[config.mk]
export PLATFORM = sky130hd
export DESIGN_NAME = policy_cru
export DESIGN_NICKNAME = d
export VERILOG_FILES = /design/src/rtl/cru_pkg.sv /design/src/rtl/policy_cru_plru_tree.sv /design/src/rtl/policy_cru.sv
export SDC_FILE = /design/constraint.sdc
export NUM_CORES = 1
export LEC_CHECK = 0
export ABC_AREA = 1
export CORE_MARGIN = 8
export CORE_UTILIZATION = 50
export DETAILED_ROUTE_END_ITERATION = 10
export PLACE_DENSITY = 0.82
export SLEW_MARGIN = 0
export SYNTH_ARGS = -nofsm -noshare
export SYNTH_HDL_FRONTEND = slang
export SYNTH_SLANG_ARGS = --single-unit
[constraint.sdc]
create_clock -name clk -period 2.3 [get_ports clk]
set_input_delay 0.575 -clock clk [delete_from_list [all_inputs] [get_ports clk]]
set_output_delay 0.575 -clock clk [all_outputs]
set_load 0.005 [all_outputs]
[src/rtl/cru_pkg.sv]
// Shared types and helpers for the per-set cache replacement unit.
package cru_pkg;

  typedef enum logic {CRU_RR, CRU_PLRU} cru_policy_e;

  // Widest valid mask first_zero can scan; callers pad unused upper bits with ones.
  localparam int CRU_MAX_WAYS = 64;

  function automatic int first_zero(input logic [CRU_MAX_WAYS-1:0] mask);
    int idx;
    idx = 0;
    for (int i = CRU_MAX_WAYS - 1; i >= 0; i--) begin
      if (!mask[i]) idx = i;
    end
    return idx;
  endfunction

endpackage

[src/rtl/policy_cru_plru_tree.sv]
// Tree pseudo-LRU walk for one set: victim lookup and touch update, purely combinational.
module plru_tree #(
  parameter  int NUM_WAYS       = 4,
  localparam int WAY_INDEX_SIZE = $clog2(NUM_WAYS),
  localparam int TREE_BITS      = NUM_WAYS - 1
) (
  input  logic [TREE_BITS-1:0]      tree,
  input  logic [WAY_INDEX_SIZE-1:0] touch_way,
  output logic [WAY_INDEX_SIZE-1:0] victim,
  output logic [TREE_BITS-1:0]      tree_next
);

  // Victim and touch are separate processes so touch_way may depend on victim.
  always_comb begin : victim_walk
    int   node;
    logic dir;
    victim = '0;
    node   = 0;
    for (int lvl = 0; lvl < WAY_INDEX_SIZE; lvl++) begin
      dir = 1'b0;
      for (int n = 0; n < TREE_BITS; n++) begin
        if (n == node) dir = tree[n];
      end
      victim[WAY_INDEX_SIZE-1-lvl] = dir;
      node = 2 * node + 1 + int'(dir);
    end
  end

  always_comb begin : touch_walk
    int   node;
    logic dir;
    tree_next = tree;
    node      = 0;
    for (int lvl = 0; lvl < WAY_INDEX_SIZE; lvl++) begin
      dir = touch_way[WAY_INDEX_SIZE-1-lvl];
      for (int n = 0; n < TREE_BITS; n++) begin
        if (n == node) tree_next[n] = ~dir;
      end
      node = 2 * node + 1 + int'(dir);
    end
  end

endmodule

[src/rtl/policy_cru.sv]
// Per-set replacement unit: invalid-way preference over a round-robin or tree-PLRU victim.
module policy_cru
  import cru_pkg::*;
#(
  parameter  int          NUM_SETS       = 16,
  parameter  int          NUM_WAYS       = 4,
  parameter  cru_policy_e POLICY         = CRU_RR,
  localparam int          SET_INDEX_SIZE = $clog2(NUM_SETS),
  localparam int          WAY_INDEX_SIZE = $clog2(NUM_WAYS)
) (
  input  logic                      clk,
  input  logic                      rst,
  input  logic                      flush,
  input  logic [SET_INDEX_SIZE-1:0] set_index,
  input  logic [NUM_WAYS-1:0]       valid_mask,
  input  logic                      hit,
  input  logic [WAY_INDEX_SIZE-1:0] hit_way,
  input  logic                      replace,
  output logic [WAY_INDEX_SIZE-1:0] preferred,
  output logic                      preferred_invalid
);

  if ((NUM_WAYS < 2) || ((NUM_WAYS & (NUM_WAYS - 1)) != 0) || (NUM_WAYS >= CRU_MAX_WAYS)) begin : g_bad_ways
    $error("policy_cru: NUM_WAYS must be a power of 2 between 2 and 32");
  end
  if ((NUM_SETS < 2) || ((NUM_SETS & (NUM_SETS - 1)) != 0)) begin : g_bad_sets
    $error("policy_cru: NUM_SETS must be a power of 2, at least 2");
  end

  logic [WAY_INDEX_SIZE-1:0] policy_victim;
  logic [WAY_INDEX_SIZE-1:0] first_invalid;
  logic                      all_valid;

  assign all_valid         = &valid_mask;
  assign first_invalid     = WAY_INDEX_SIZE'(first_zero({{(CRU_MAX_WAYS - NUM_WAYS){1'b1}}, valid_mask}));
  assign preferred_invalid = ~all_valid;
  assign preferred         = all_valid ? policy_victim : first_invalid;

  if (POLICY == CRU_RR) begin : g_rr
    logic [WAY_INDEX_SIZE-1:0] rr_ptr [NUM_SETS];

    assign policy_victim = rr_ptr[set_index];

    // Filling an invalid way leaves the rotation where it was.
    always_ff @(posedge clk) begin
      if (rst || flush) begin
        for (int s = 0; s < NUM_SETS; s++) rr_ptr[s] <= '0;
      end else if (replace && !preferred_invalid) begin
        rr_ptr[set_index] <= rr_ptr[set_index] + 1'b1;
      end
    end
  end else begin : g_plru
    localparam int TREE_BITS = NUM_WAYS - 1;

    logic [TREE_BITS-1:0]      plru_bits [NUM_SETS];
    logic [TREE_BITS-1:0]      tree_next;
    logic [WAY_INDEX_SIZE-1:0] touch_way;

    // A fill outranks a concurrent hit on the same cycle.
    assign touch_way = replace ? preferred : hit_way;

    plru_tree #(.NUM_WAYS(NUM_WAYS)) u_tree (
      .tree      (plru_bits[set_index]),
      .touch_way (touch_way),
      .victim    (policy_victim),
      .tree_next (tree_next)
    );

    always_ff @(posedge clk) begin
      if (rst || flush) begin
        for (int s = 0; s < NUM_SETS; s++) plru_bits[s] <= '0;
      end else if (replace || hit) begin
        plru_bits[set_index] <= tree_next;
      end
    end
  end

  a_hit_way_range: assert property (@(posedge clk) disable iff (rst) hit |-> (int'(hit_way) < NUM_WAYS));

endmodule
Word level (Yosys, flattened, before mapping):

Memory sizes are Yosys's and may differ from the RTL's.
Index checks and enable logic that the tools add are counted.

* bitwise operators: 1
* reductions and logical operators: 4
* $add $sub $neg: 1
* mux-type cells: 13

Operators by type and width (number)
* 2-bit 2-to-1 mux: 6
* 1-bit 2-to-1 mux: 6
* 4-bit 2-to-1 mux: 1
* 4-bit AND reduction: 1
* 2-bit by 1-bit adder with 2-bit output (second input constant): 1
* 2-bit OR reduction: 1
* 1-bit logical AND: 1
* 1-bit logical OR: 1
* 1-bit NOT: 1

* flip-flop bits (word level): 0
* input port bits: 15
* memories kept: 1
* word-level logic and storage cells: 20
* memory bits (writable): 32
* output and inout bits: 3

Memory list
* g_rr.rr_ptr: depth 16, width 2, rd ports 1, clocked after memory_dff 0, write ports 16, RTL line policy_cru.sv:40 `logic [WAY_INDEX_SIZE-1:0] rr_ptr [NUM_SETS];`

Depth between registers and ports, before layout:

* word-level depth: 7
* depth in mapped cells: 15
* mapped depth without buffers: 12

Worst setup path after synthesis:

No wires, ideal clock.

* kind: input to output
* from: input set_index[0]
* to: output preferred[1]
* stages: 11
* required time: 1.725 ns
* buffers on the path: 2
* slack: 0.328 ns
* arrival: 1.397 ns
* cell sequence: buf_6 -> inv_4 -> buf_6 -> nand2_1 -> nand2_1 -> nand2_1 -> nand2_1 -> nand2_1 -> nand2_1 -> nor2_2 -> a31oi_1

* cells in the longest elaborated chain, start to end: 2

RTL lines
* start: declaration: RTL line policy_cru.sv:14 `input logic [SET_INDEX_SIZE-1:0] set_index,`
* memory read 16 x 2 bit
* 2-bit 2-to-1 mux: RTL line policy_cru.sv:37 `assign preferred = all_valid ? policy_victim : first_invalid;`
* end: declaration: RTL line policy_cru.sv:19 `output logic [WAY_INDEX_SIZE-1:0] preferred,`

No other way between the ends.

==> results.toml <==
[placement]
placed_area_sq_um = 2210
dpl.hpwl_microns = 2930
dp_slack_ns = -0.747
post-place-cells = 315
place.gp.congestion = 0.863
portBuffers = 14

[sta]
setup_viol = 3
tightest_slew_ns = 0.336
rsz0062_at_grt = "true"
postLayoutSetupSlackWorst_ns = -0.0101
fin_crit_sh_pct = 100
period_minus_slack_ns = 2.31
fmax_mhz = 433
hold_viol = 0
maxSlewHeadroom_pct = 77.6
holdWs_ns = 0.889
clock_skew_ns = 0.00515
slew_violations = 0

[layout]
syn_to_final_growth_pct = 38.5
final_area_sq_um = 2440
largest-register = "g_rr.rr_ptr"
drive_gt1_share_pct = 31.6
antenna_cells = 0
nets = 303
fillers = 263
final_util_pct = 72.5
fin_cells = 334
ff_latch_area_sq_um = 961
multi_input_area_sq_um = 767
top_regs = "g_rr.rr_ptr (32)"
largest_register_ffs = 32

[die]
die_area_sq_um = 5680
start_util_pct = 52.3
die-width_microns = 75.3
rows = 21
core_area_sq_um = 3360
dieHeight_microns = 75.3
io_pins = 18

[pwr]
cellLeakagePower_nw = 1.14
internal_power_mw = 0.863
power_frac_seq_pct = 56.4
ir_drop_mv = 0.358
pwr_density_cell_nw_per_um2 = 487
swShare_pct = 27.2
switching_power_mw = 0.323
power_frac_comb_pct = 18.7
clockPowerShare_pct = 24.9

[global_routing]
grt_util_met3_pct = 3.55
grt_antenna_before_repair = 0
grt_use_met2_pct = 30.8
grt_pass1_wl_microns = 7090
gr-usage-all-layers_pct = 16.7
grt-busiest-layer = "met2"
use_met1_pct = 18.6
grt_max_degree = 19
grt_pass1_vias = 1635
overflow = 0

[synthesis]
syn-num-nets = 237
ys_seq_area_share_pct = 54.6
synth_top_area_cell = "edfxtp_1"
yosysTopAreaCellShare_pct = 54.6
syn_avg_cell_area_sq_um = 7.93
netlist_top_cells_count = "nand2_1 (124), edfxtp_1 (32), nor2_1 (27)"
ys_ff_latch = 32
synth_enable_flop_cells = 32
mappedNetlistArea_sq_um = 1760
async_flop_share_pct = 0
synth.distinct_cells = 17
synth_area_leaders = "edfxtp_1 (55%), nand2_1 (26%), nor2_1 (5.8%)"
synth.most_common_cell = "nand2_1"
ys_warn_count = 0
synthFlopType = "edfxtp_1"
synthCells = 222

[clock_tree]
postCtsHoldBufs = 0
cts-buffers-inserted = 5
tritoncts = "yes"
cts.sinks = 32
htreeDepth = 2
clock_latency_ns = 0.33
path_clk_slew_ns = 0.09
root_buffer = "clkbuf_4"
clock_path_buffers = 2

[detailed_routing]
wire_per_inst_microns = 14.8
drt_wl_total_microns = 4930
num_vias = 1759
avgViaCountPerCell = 5.27
drc = 0
ant_nets = 0
drt-initial-drc-count = 269
first_pass_iters = 6

[critical_path]
crit_path_start_kind = "input port"
required_ns = 2.34
slowest_stage = "clkdlybuf4s50_1"
r2r_slack_ns = 0.21
crit_chain = "clkdlybuf4s50_1 -> nand2_2 -> nor2_2 -> buf_4 -> buf_4 -> nand3_1 -> nor3_2 -> buf_4 -> nand2_1 -> nand2_1"
worst-path-max-fanout = 4
slowest_delay_ns = 0.51
cp_common_cell = "buf_4"
crit_arrival_ns = 2.35
endpoint_kind = "flip-flop"
cpLargestDelayFamily = "simple AND/OR/NAND/NOR gates"
worst-path-buf-inv = 4
worstSetupPathType = "input port to flip-flop"

[job]
max-cap-violations = 0

[run_status]
violations = "negative setup slack"
status = "complete, but fails checks"

[worst_hold_path]
hold_class = "input port to flip-flop"
-- power groups by stage --
| stage | clock network (mW) | logic (mW) | registers [mW] |
|---|---|---|---|
| finish | 0.295 | 0.222 | 0.669 |
| global placement | 0 | 0.165 | 0.682 |
| detailed placement | 0 | 0.169 | 0.682 |
| CTS | 0.295 | 0.186 | 0.669 |
| floorplan | 0 | 0.106 | 0.679 |
| global route | 0.318 | 0.239 | 0.672 |
-- area by class of cell --
class | instances | area share (%)
Multi-Input combinational cell | 173 | 31.5
Timing Repair inverter | 2 | 0.513
Clock inverter | 2 | 0.513
Tap cell | 46 | 2.36
Sequential cell | 32 | 39.4
Timing Repair Buffer | 63 | 22.3
Clock buffer | 5 | 1.54
Inverter | 11 | 1.90
-- through the flow --
step | TNS (ns) | power (mW)
2_1_floorplan | 0 | 0.785
5_1_grt | -1.86 | 1.23
4_1_cts | 0 | 1.15
6_report | -0.0179 | 1.19
3_3_place_gp | -9.21 | 0.847
3_5_place_dp | -11.56 | 0.851
-- path summary, 6_finish.rpt --
| check | from | to | cells past startpoint |
|---|---|---|---|
| min reg2reg | g_rr.rr_ptr[6][0]$_SDFFCE_PN0P_ | g_rr.rr_ptr[12][1]$_SDFFCE_PN0P_ | 10 |
| max reg2reg | g_rr.rr_ptr[4][1]$_SDFFCE_PN0P_ | g_rr.rr_ptr[11][1]$_SDFFCE_PN0P_ | 16 |
| min | set_index[2] | g_rr.rr_ptr[8][0]$_SDFFCE_PN0P_ | 5 |
| max | valid_mask[1] | g_rr.rr_ptr[1][1]$_SDFFCE_PN0P_ | 10 |
-- routing by layer --
metal | wire [microns] | part of all wire (%)
met1 | 1940 | 39
met2 | 2480 | 50
met3 | 356 | 7.2
met4 | 153 | 3.1
met5 | 0 | 0
-- cells in the final DEF, fill, tap and decap left out, types with 2 or more instances in the layout --
cell type	count
buf_12	2
buf_4	45
buf_6	2
clkbuf_2	2
clkbuf_4	5
clkdlybuf4s50_1	5
clkinvlp_4	2
dlygate4sd2_1	2
dlymetal6s2s_1	2
edfxtp_1	32
inv_1	9
nand2_1	118
nand2_2	5
nand2_4	2
nor2_1	24
nor2_2	13
nor2_4	2
nor3_2	3
-- worst register-to-register path: cells and delay by family, from the launching register on --
kind | cells | cell delay, ns
DFF | 1 | 0.38
buffers and inverters | 6 | 0.59
and+or+nand+nor | 10 | 0.89
-- repair_timing --
action / in CTS / in global routing
pin swaps: 3 / 7
setup buffers: 7 / 0
gates resized for setup: 22 / 26
gates cloned: 2 / 3
endpoints found under the hold margin: 0 / 0
setup endpoints to repair: 3 / 48
-- logic make-up after synthesis --
kind of cell | share of synthesized area, %
buffers and inverters | 5.97
AND/OR/NAND/NOR | 38.5
flip-flops | 54.6
AO/OA/AOI/OAI | 0.924
Note: power is estimated with default switching activity, not from simulation.
